$ cat src/rtl/branch_ctrl_if.sv
// Signal bundle between the branch controller and the pipeline / condition unit.
// The slave side is the controller; the master side is the pipeline that drives it.
interface branch_ctrl_if #(
    parameter int CNT_W = 8
) ();
    logic             InstrValidD;
    logic [1:0]       JmpFD;
    logic             FlagWriteE;
    logic             MemBusy;
    logic             JmpSel;
    logic             CondEn;
    logic [1:0]       JmpFE;
    logic             PCSrc;
    logic             FlushD;
    logic             FlushE;
    logic             StallF;
    logic             StallD;
    logic [CNT_W-1:0] BranchCnt;
    logic [CNT_W-1:0] TakenCnt;

    modport slave (
        input  InstrValidD, JmpFD, FlagWriteE, MemBusy, JmpSel,
        output CondEn, JmpFE, PCSrc, FlushD, FlushE, StallF, StallD, BranchCnt, TakenCnt
    );

    modport master (
        output InstrValidD, JmpFD, FlagWriteE, MemBusy, JmpSel,
        input  CondEn, JmpFE, PCSrc, FlushD, FlushE, StallF, StallD, BranchCnt, TakenCnt
    );
endinterface

$ cat src/rtl/branch_ctrl.sv
// Branch resolution controller: holds a detected branch for one resolve cycle,
// redirects the PC on taken, and keeps saturating branch statistics.
//
// state    | meaning
// RUN      | normal fetch, watching the D slot for a branch
// RESOLVE  | branch sits in E, condition unit decides taken / not taken
// REDIRECT | PC redirected, D slot holds the flushed bubble
module branch_ctrl #(
    parameter int CNT_W = 8
) (
    input  logic         clk,
    input  logic         rst,
    branch_ctrl_if.slave bus
);
    typedef enum logic [1:0] {RUN, RESOLVE, REDIRECT} state_t;

    localparam logic [CNT_W-1:0] CNT_MAX = '1;

    state_t           state, state_nxt;
    logic [1:0]       jmpfe, jmpfe_nxt;
    logic [CNT_W-1:0] branch_cnt, taken_cnt;
    logic             branch_inc, taken_inc;
    logic             detect;
    logic             redirect;

    always_ff @(posedge clk or negedge rst) begin
        if (!rst) begin
            state      <= RUN;
            jmpfe      <= 2'b00;
            branch_cnt <= '0;
            taken_cnt  <= '0;
        end else begin
            state <= state_nxt;
            jmpfe <= jmpfe_nxt;
            if (branch_inc && branch_cnt != CNT_MAX) branch_cnt <= branch_cnt + 1'b1;
            if (taken_inc && taken_cnt != CNT_MAX)   taken_cnt  <= taken_cnt + 1'b1;
        end
    end

    // A stall freezes everything, including a pending resolution.
    always_comb begin
        state_nxt  = state;
        jmpfe_nxt  = jmpfe;
        detect     = 1'b0;
        redirect   = 1'b0;
        branch_inc = 1'b0;
        taken_inc  = 1'b0;
        if (!bus.MemBusy) begin
            case (state)
                RUN: begin
                    detect = bus.InstrValidD && (bus.JmpFD != 2'b00);
                    if (detect) begin
                        state_nxt = RESOLVE;
                        jmpfe_nxt = bus.JmpFD;
                    end else begin
                        jmpfe_nxt = 2'b00;
                    end
                end
                RESOLVE: begin
                    branch_inc = 1'b1;
                    if (bus.JmpSel) begin
                        redirect  = 1'b1;
                        taken_inc = 1'b1;
                        state_nxt = REDIRECT;
                        jmpfe_nxt = 2'b00;
                    end else begin
                        detect = bus.InstrValidD && (bus.JmpFD != 2'b00);
                        if (detect) begin
                            state_nxt = RESOLVE;
                            jmpfe_nxt = bus.JmpFD;
                        end else begin
                            state_nxt = RUN;
                            jmpfe_nxt = 2'b00;
                        end
                    end
                end
                REDIRECT: begin
                    state_nxt = RUN;
                    jmpfe_nxt = 2'b00;
                end
                default: begin
                    state_nxt = RUN;
                    jmpfe_nxt = 2'b00;
                end
            endcase
        end
    end

    // Pipeline controls are forced low while reset is held, even if MemBusy is high.
    assign bus.PCSrc     = rst & redirect;
    assign bus.FlushD    = rst & redirect;
    assign bus.FlushE    = rst & redirect;
    assign bus.StallF    = rst & bus.MemBusy;
    assign bus.StallD    = rst & bus.MemBusy;
    assign bus.CondEn    = rst & bus.FlagWriteE & ~bus.MemBusy & (state != RESOLVE);
    assign bus.JmpFE     = jmpfe;
    assign bus.BranchCnt = branch_cnt;
    assign bus.TakenCnt  = taken_cnt;
endmodule

$ cat src/flat_wrapper.sv
// flat-port wrapper written by rule: the top's interface ports become plain ports
module branch_ctrl_flat 
#(
    parameter int CNT_W = 8
)
  (clk, rst, bus_InstrValidD, bus_JmpFD, bus_FlagWriteE, bus_MemBusy, bus_JmpSel, bus_CondEn, bus_JmpFE, bus_PCSrc, bus_FlushD, bus_FlushE, bus_StallF, bus_StallD, bus_BranchCnt, bus_TakenCnt);
  branch_ctrl_if #(.CNT_W(CNT_W)) bus_i ();
  input  logic clk;
  input  logic rst;
  input wire logic [$bits(bus_i.InstrValidD)-1:0] bus_InstrValidD;
  input wire logic [$bits(bus_i.JmpFD)-1:0] bus_JmpFD;
  input wire logic [$bits(bus_i.FlagWriteE)-1:0] bus_FlagWriteE;
  input wire logic [$bits(bus_i.MemBusy)-1:0] bus_MemBusy;
  input wire logic [$bits(bus_i.JmpSel)-1:0] bus_JmpSel;
  output wire logic [$bits(bus_i.CondEn)-1:0] bus_CondEn;
  output wire logic [$bits(bus_i.JmpFE)-1:0] bus_JmpFE;
  output wire logic [$bits(bus_i.PCSrc)-1:0] bus_PCSrc;
  output wire logic [$bits(bus_i.FlushD)-1:0] bus_FlushD;
  output wire logic [$bits(bus_i.FlushE)-1:0] bus_FlushE;
  output wire logic [$bits(bus_i.StallF)-1:0] bus_StallF;
  output wire logic [$bits(bus_i.StallD)-1:0] bus_StallD;
  output wire logic [$bits(bus_i.BranchCnt)-1:0] bus_BranchCnt;
  output wire logic [$bits(bus_i.TakenCnt)-1:0] bus_TakenCnt;
  assign bus_i.InstrValidD = bus_InstrValidD;
  assign bus_i.JmpFD = bus_JmpFD;
  assign bus_i.FlagWriteE = bus_FlagWriteE;
  assign bus_i.MemBusy = bus_MemBusy;
  assign bus_i.JmpSel = bus_JmpSel;
  assign bus_CondEn = bus_i.CondEn;
  assign bus_JmpFE = bus_i.JmpFE;
  assign bus_PCSrc = bus_i.PCSrc;
  assign bus_FlushD = bus_i.FlushD;
  assign bus_FlushE = bus_i.FlushE;
  assign bus_StallF = bus_i.StallF;
  assign bus_StallD = bus_i.StallD;
  assign bus_BranchCnt = bus_i.BranchCnt;
  assign bus_TakenCnt = bus_i.TakenCnt;
  branch_ctrl #(.CNT_W(CNT_W)) u_core (.clk(clk), .rst(rst), .bus(bus_i));
endmodule
$ cat config.mk
export PLATFORM = sky130hd
export DESIGN_NAME = branch_ctrl_flat
export DESIGN_NICKNAME = d
export VERILOG_FILES = /design/src/rtl/branch_ctrl_if.sv /design/src/rtl/branch_ctrl.sv /design/src/flat_wrapper.sv
export SDC_FILE = /design/constraint.sdc
export NUM_CORES = 1
export LEC_CHECK = 0
export BUFFER_PORTS_ARGS = -buffer_cell sky130_fd_sc_hd__clkbuf_2
export CORE_AREA = 2 2 63 53
export CTS_BUF_LIST = sky130_fd_sc_hd__clkbuf_8
export DETAILED_ROUTE_END_ITERATION = 7
export DIE_AREA = 0 0 65 55
export HOLD_SLACK_MARGIN = 0.12
export MAX_ROUTING_LAYER = met4
export PLACE_DENSITY = 0.58
export SKIP_LAST_GASP = 1
export SLEW_MARGIN = 40
export SYNTH_ARGS = -nofsm -noshare
export SYNTH_HDL_FRONTEND = slang
export SYNTH_SLANG_ARGS = --single-unit
$ cat constraint.sdc
create_clock -name clk -period 1.4 [get_ports clk]
set_input_delay 0.07 -clock clk [delete_from_list [all_inputs] [get_ports clk]]
set_output_delay 0.07 -clock clk [all_outputs]
set_load 0.1 [all_outputs]
== Word-level counts from Yosys, hierarchy flattened ==
Index checks and enable logic that the tools add are counted.
Widths: inputs -> output; s select.
Storage, ports and cells
  memories: 0
  ROM bits: 0
  latch bits: 0
  word-level logic and storage cells: 35
  RAM bits: 0
  register bits: 20
  output and inout port bits: 24
Cells by class
  add/sub/neg operators: 2
  divide/modulo/power cells: 0
  multipliers: 0
  reductions and logical operators: 6
  equal/unequal tests: 5
  shift-type cells: 0
  magnitude comparators: 0
  bitwise gates (word level): 6
  muxes and demuxes: 12
Operators with widths (count)
  $add 8x1->8 const B: 2
  $ne 8x8->1 const B: 2
  $mux 2: 4
  $pmux 2 s2: 2
  $mux 1: 6
  $and 1x1->1: 5
  $ne 2x1->1 const B: 2
  $logic_and 1x1->1: 3
  $eq 2x1->1 const B: 1
  $logic_not 2->1: 1
  $reduce_and 2->1: 1
  $reduce_bool 2->1: 1
  $not 1->1: 1

== Depth between registers and ports, before layout ==
  word-level depth: 5
  mapped depth: 5

== Least setup slack after synthesis ==
OpenSTA, ideal clock, no wires.
  path kind: reg2out
  from: register u_core.state[0]
  to: output port bus_CondEn
  data arrival time: 2.584 ns
  buffers on the path: 0
  slack: -1.254 ns
  stages on the path, launching flop included: 3
  cells stage by stage: dfrtp_1 > nor2b_1 > nor3_1
Between the ends
  cells in the longest elaborated chain, start to end: 2
RTL lines
  start, declared: line branch_ctrl.sv:19  | state_t state, state_nxt;
  start signal, assigned: line branch_ctrl.sv:33  | state <= state_nxt;
  $ne 2x1->1: line branch_ctrl.sv:95  | assign bus.CondEn = rst & bus.FlagWriteE & ~bus.MemBusy & (state != RESOLVE);
  $and 1x1->1: line branch_ctrl.sv:95
  end, declared: line flat_wrapper.sv:15  | output wire logic [$bits(bus_i.CondEn)-1:0] bus_CondEn;
No other way between the ends.

== Worst setup path after layout ==
  from: register u_core.branch_cnt[1], in the netlist u_core.bus.BranchCnt[1]
  to: register u_core.branch_cnt[1], in the netlist u_core.bus.BranchCnt[1]
Between the ends
  cells in the longest elaborated chain, start to end: 2
  elaborated cells on any way between the ends: 3
  those cells by class: add/sub: 1; eq/ne: 1; reduce/logical: 1
RTL lines
  start, declared: line branch_ctrl.sv:21  | logic [CNT_W-1:0] branch_cnt, taken_cnt;
  start signal, assigned: line branch_ctrl.sv:35  | if (branch_inc && branch_cnt != CNT_MAX) branch_cnt <= branch_cnt + 1'b1;
  branches (longest 2 deep; another with $add 8x1->8)
Several ways; the timed one is not identified.
A chain may end at the register's enable or synchronous reset.

==> impl_metrics.yaml <==
timing:
  relSlewSlack: 0.640
  hold_viol: 0
  finClkSkew_ps: 3.21
  rsz0062_at_grt: "true"
  post-route-min-period_ps: 1460
  fin_crit_sh: 1.04
  maxSlewViolCount: 0
  finalSetupViolCount: 7
  max_slew.worst_pin.slew_ps: 543
  timing.fmax_mhz: 685
  setup_slack_ps: -60.9
power:
  leakagePower_nw: 0.796
  ir_drop_mv: 1.43
  power.density_nw_per_um2: 1810
  p_total_w: 0.00309
critical_path:
  critPathMaxFanout: 8
  rr_startpoint: "u_core.bus.BranchCnt[1]$_DFFE_PN0P_"
  cp-startpoint: "u_core.bus.BranchCnt[1]$_DFFE_PN0P_"
  setup.worst_path.class: "reg2reg"
  worstPathRequired_ps: 1550
  cp-end-kind: "flop"
  crit_arrival_ps: 1610
  cp-start-kind: "flop"
drt:
  drt_wl_total_mm: 2.37
  avgRoutedWirePerCell_um: 13.0
  dr.pass1.iters: 4
  vias: 876
  met3_wirelength_um: 118
  drtAntennaViolNets: 0
  drt_iter0_markers: 11
  routed.top_layer: "met4"
  wl_met1_mm: 1.13
  vias_per_cell: 4.79
  drt_drc_violations_left: 0
  wl_met2_mm: 1.08
floorplanning:
  num_io_pins: 32
  num_rows: 18
  die-area_um2: 3580
  die_w_um: 65
  core-area_um2: 2950
  chipHeight_um: 55
  start_util: 0.332
synth:
  ys.flop_type: "dfrtp_1"
  async_flop_share: 1.00
  syn_area_per_cell_um2: 11.5
  synth_top_area_share: 0.510
  ys_seq_area_frac: 0.510
  yosys_warnings: 0
  netlist_area_um2: 981
  synth.cells.most_frequent: "dfrtp_1 (20), nand2_1 (7), xor2_1 (6)"
  syn_nets: 95
  synth_edf_count: 0
  yosysMostFrequentCell: "dfrtp_1"
  synth.area.top_cells: "dfrtp_1 (51%), xor2_1 (5.4%), xnor2_1 (3.6%)"
  synth_area_leader_cell: "dfrtp_1"
  ys_types: 29
  synthCells: 85
  synth-seq-cells: 20
cts:
  clockBufferDepth: 2
  cts_buffers: 3
  clock_latency_ps: 260
  cts_tree: "yes"
  clkSlewWorstSetupHoldPaths_ps: 80
  clkSinkCount: 20
  root_buffer: "clkbuf_8"
  htreeDepth: 1
global_route:
  grt-ovfl-total: 0
  grt_first_pass_wirelength_mm: 3.77
  antenna_found_initial: 0
  grt_pass1_vias: 861
  grt_usage: 0.144
  grt_max_degree: 13
cells_and_area:
  final_cell_area_um2: 1700
  seqCellArea_um2: 543
  final_net_count: 154
  multi_input_area_um2: 562
  drive_gt1_frac: 0.671
  syn_to_final_growth_pct: 73.7
  antennaDiodeCount: 0
  fill_cells: 247
flow_run:
  cap_violations: 0
run_status:
  violations: "negative setup slack"
  status: "finished, violations left"
place:
  placed_area_um2: 1530
  gp_congestion: 0.840
  dpl.hpwl_mm: 1.81
  io_buffers: 31
hold_path:
  min_from: "bus_MemBusy"
  hp-class: "in2reg"
sequential cells by signal, indices dropped and copies added (netlist names):
| register | count |
|---|---|
| u_core.state | 2 |
| u_core.bus.TakenCnt | 8 |
| u_core.bus.BranchCnt | 8 |
| u_core.bus.JmpFE | 2 |
repair_timing:
item / CTS / global route
buffers inserted: 4 / 1
endpoints found under the setup margin: 7 / 19
pin swaps: 2 / 4
hold endpoints to repair: 22 / 0
hold buffers: 3 / 0
resized for setup: 1 / 9
path summary, 6_finish.rpt:
| check | end | cells past startpoint | slack, ps |
|---|---|---|---|
| max | u_core.bus.BranchCnt[1]$_DFFE_PN0P_ | 4 | -60 |
| min | u_core.state[1]$_DFFE_PN0P_ | 3 | 210 |
| max reg2reg | u_core.bus.BranchCnt[1]$_DFFE_PN0P_ | 4 | -60 |
| min reg2reg | u_core.bus.TakenCnt[7]$_DFFE_PN0P_ | 1 | 520 |
| max in group asynchronous | u_core.bus.TakenCnt[5]$_DFFE_PN0P_ | 3 | 860 |
| min in group asynchronous | u_core.bus.BranchCnt[5]$_DFFE_PN0P_ | 3 | 340 |
worst max-delay path, stage by stage, from the launching register on:
cell	delay (ps)
dfrtp_4	430
ha_4	150
nand3_4	80
o211ai_4	350
mux2_4	340
metrics by stage:
step           hold slack [ps]  utilization  setup WS, ps  setup TNS (ps)  instances
2_1_floorplan             -226            -          -306           -2320         85
3_3_place_gp              92.3        0.517         -22.9           -31.4        171
3_5_place_dp              98.0        0.517         -36.6           -58.6        171
4_1_cts                    207        0.563         -64.8            -278        182
5_1_grt                    236        0.578          -118           -1070        183
6_report                   209        0.578         -60.9            -299        183
report_power, final:
group | internal (W) | switching, W | total [W]
clock network | 0.000382 | 0.000197 | 0.000578
registers | 0.000749 | 0.000149 | 0.000898
logic | 0.000425 | 0.00119 | 0.00161
layer usage:
metal | track usage | up-vias
li1 | - | 414
met1 | 0.181 | 424
met2 | 0.237 | 31
met3 | 0.0223 | 7
met4 | 0.0638 | 0
met5 | - | -
cell usage in the layout, fill, tap and decap left out, types with 2 or more instances in the layout:
cell type and instances:
clkbuf_2 25, buf_4 19, dfrtp_4 9, nand2_1 7
dfrtp_2 7, xor2_1 6, buf_12 6, buf_6 5
dfrtp_1 4, and2_1 3, nand4_1 3, nor2_2 3
xnor2_1 3, clkbuf_8 3, dlygate4sd3_1 3, and2_4 2
nand3_4 2, nor3_2 2, nand3_1 2, mux2_4 2
a22o_1 2, a21o_1 2, mux2_1 2, a21oi_1 2
ha_4 2
cell families after synthesis:
group                      Yosys count  synth area share
AOI/OAI and AO/OA                   11            0.0931
and+or+nand+nor                     33             0.202
xor gates and xnor gates            10            0.0893
adders and majority gates            2            0.0255
muxes                                4            0.0459
DFF                                 20             0.510
buffers and inverters                5            0.0344
layout make-up:
cell class              instances  area share
clock buffers                   3      0.0242
multi-input cells              60       0.330
repair buffers                 58       0.278
flip-flops and latches         20       0.319
well taps                      40      0.0294
inverters                       1     0.00220
clock inverters                 1      0.0176
Power figures use the tool's default switching activity.
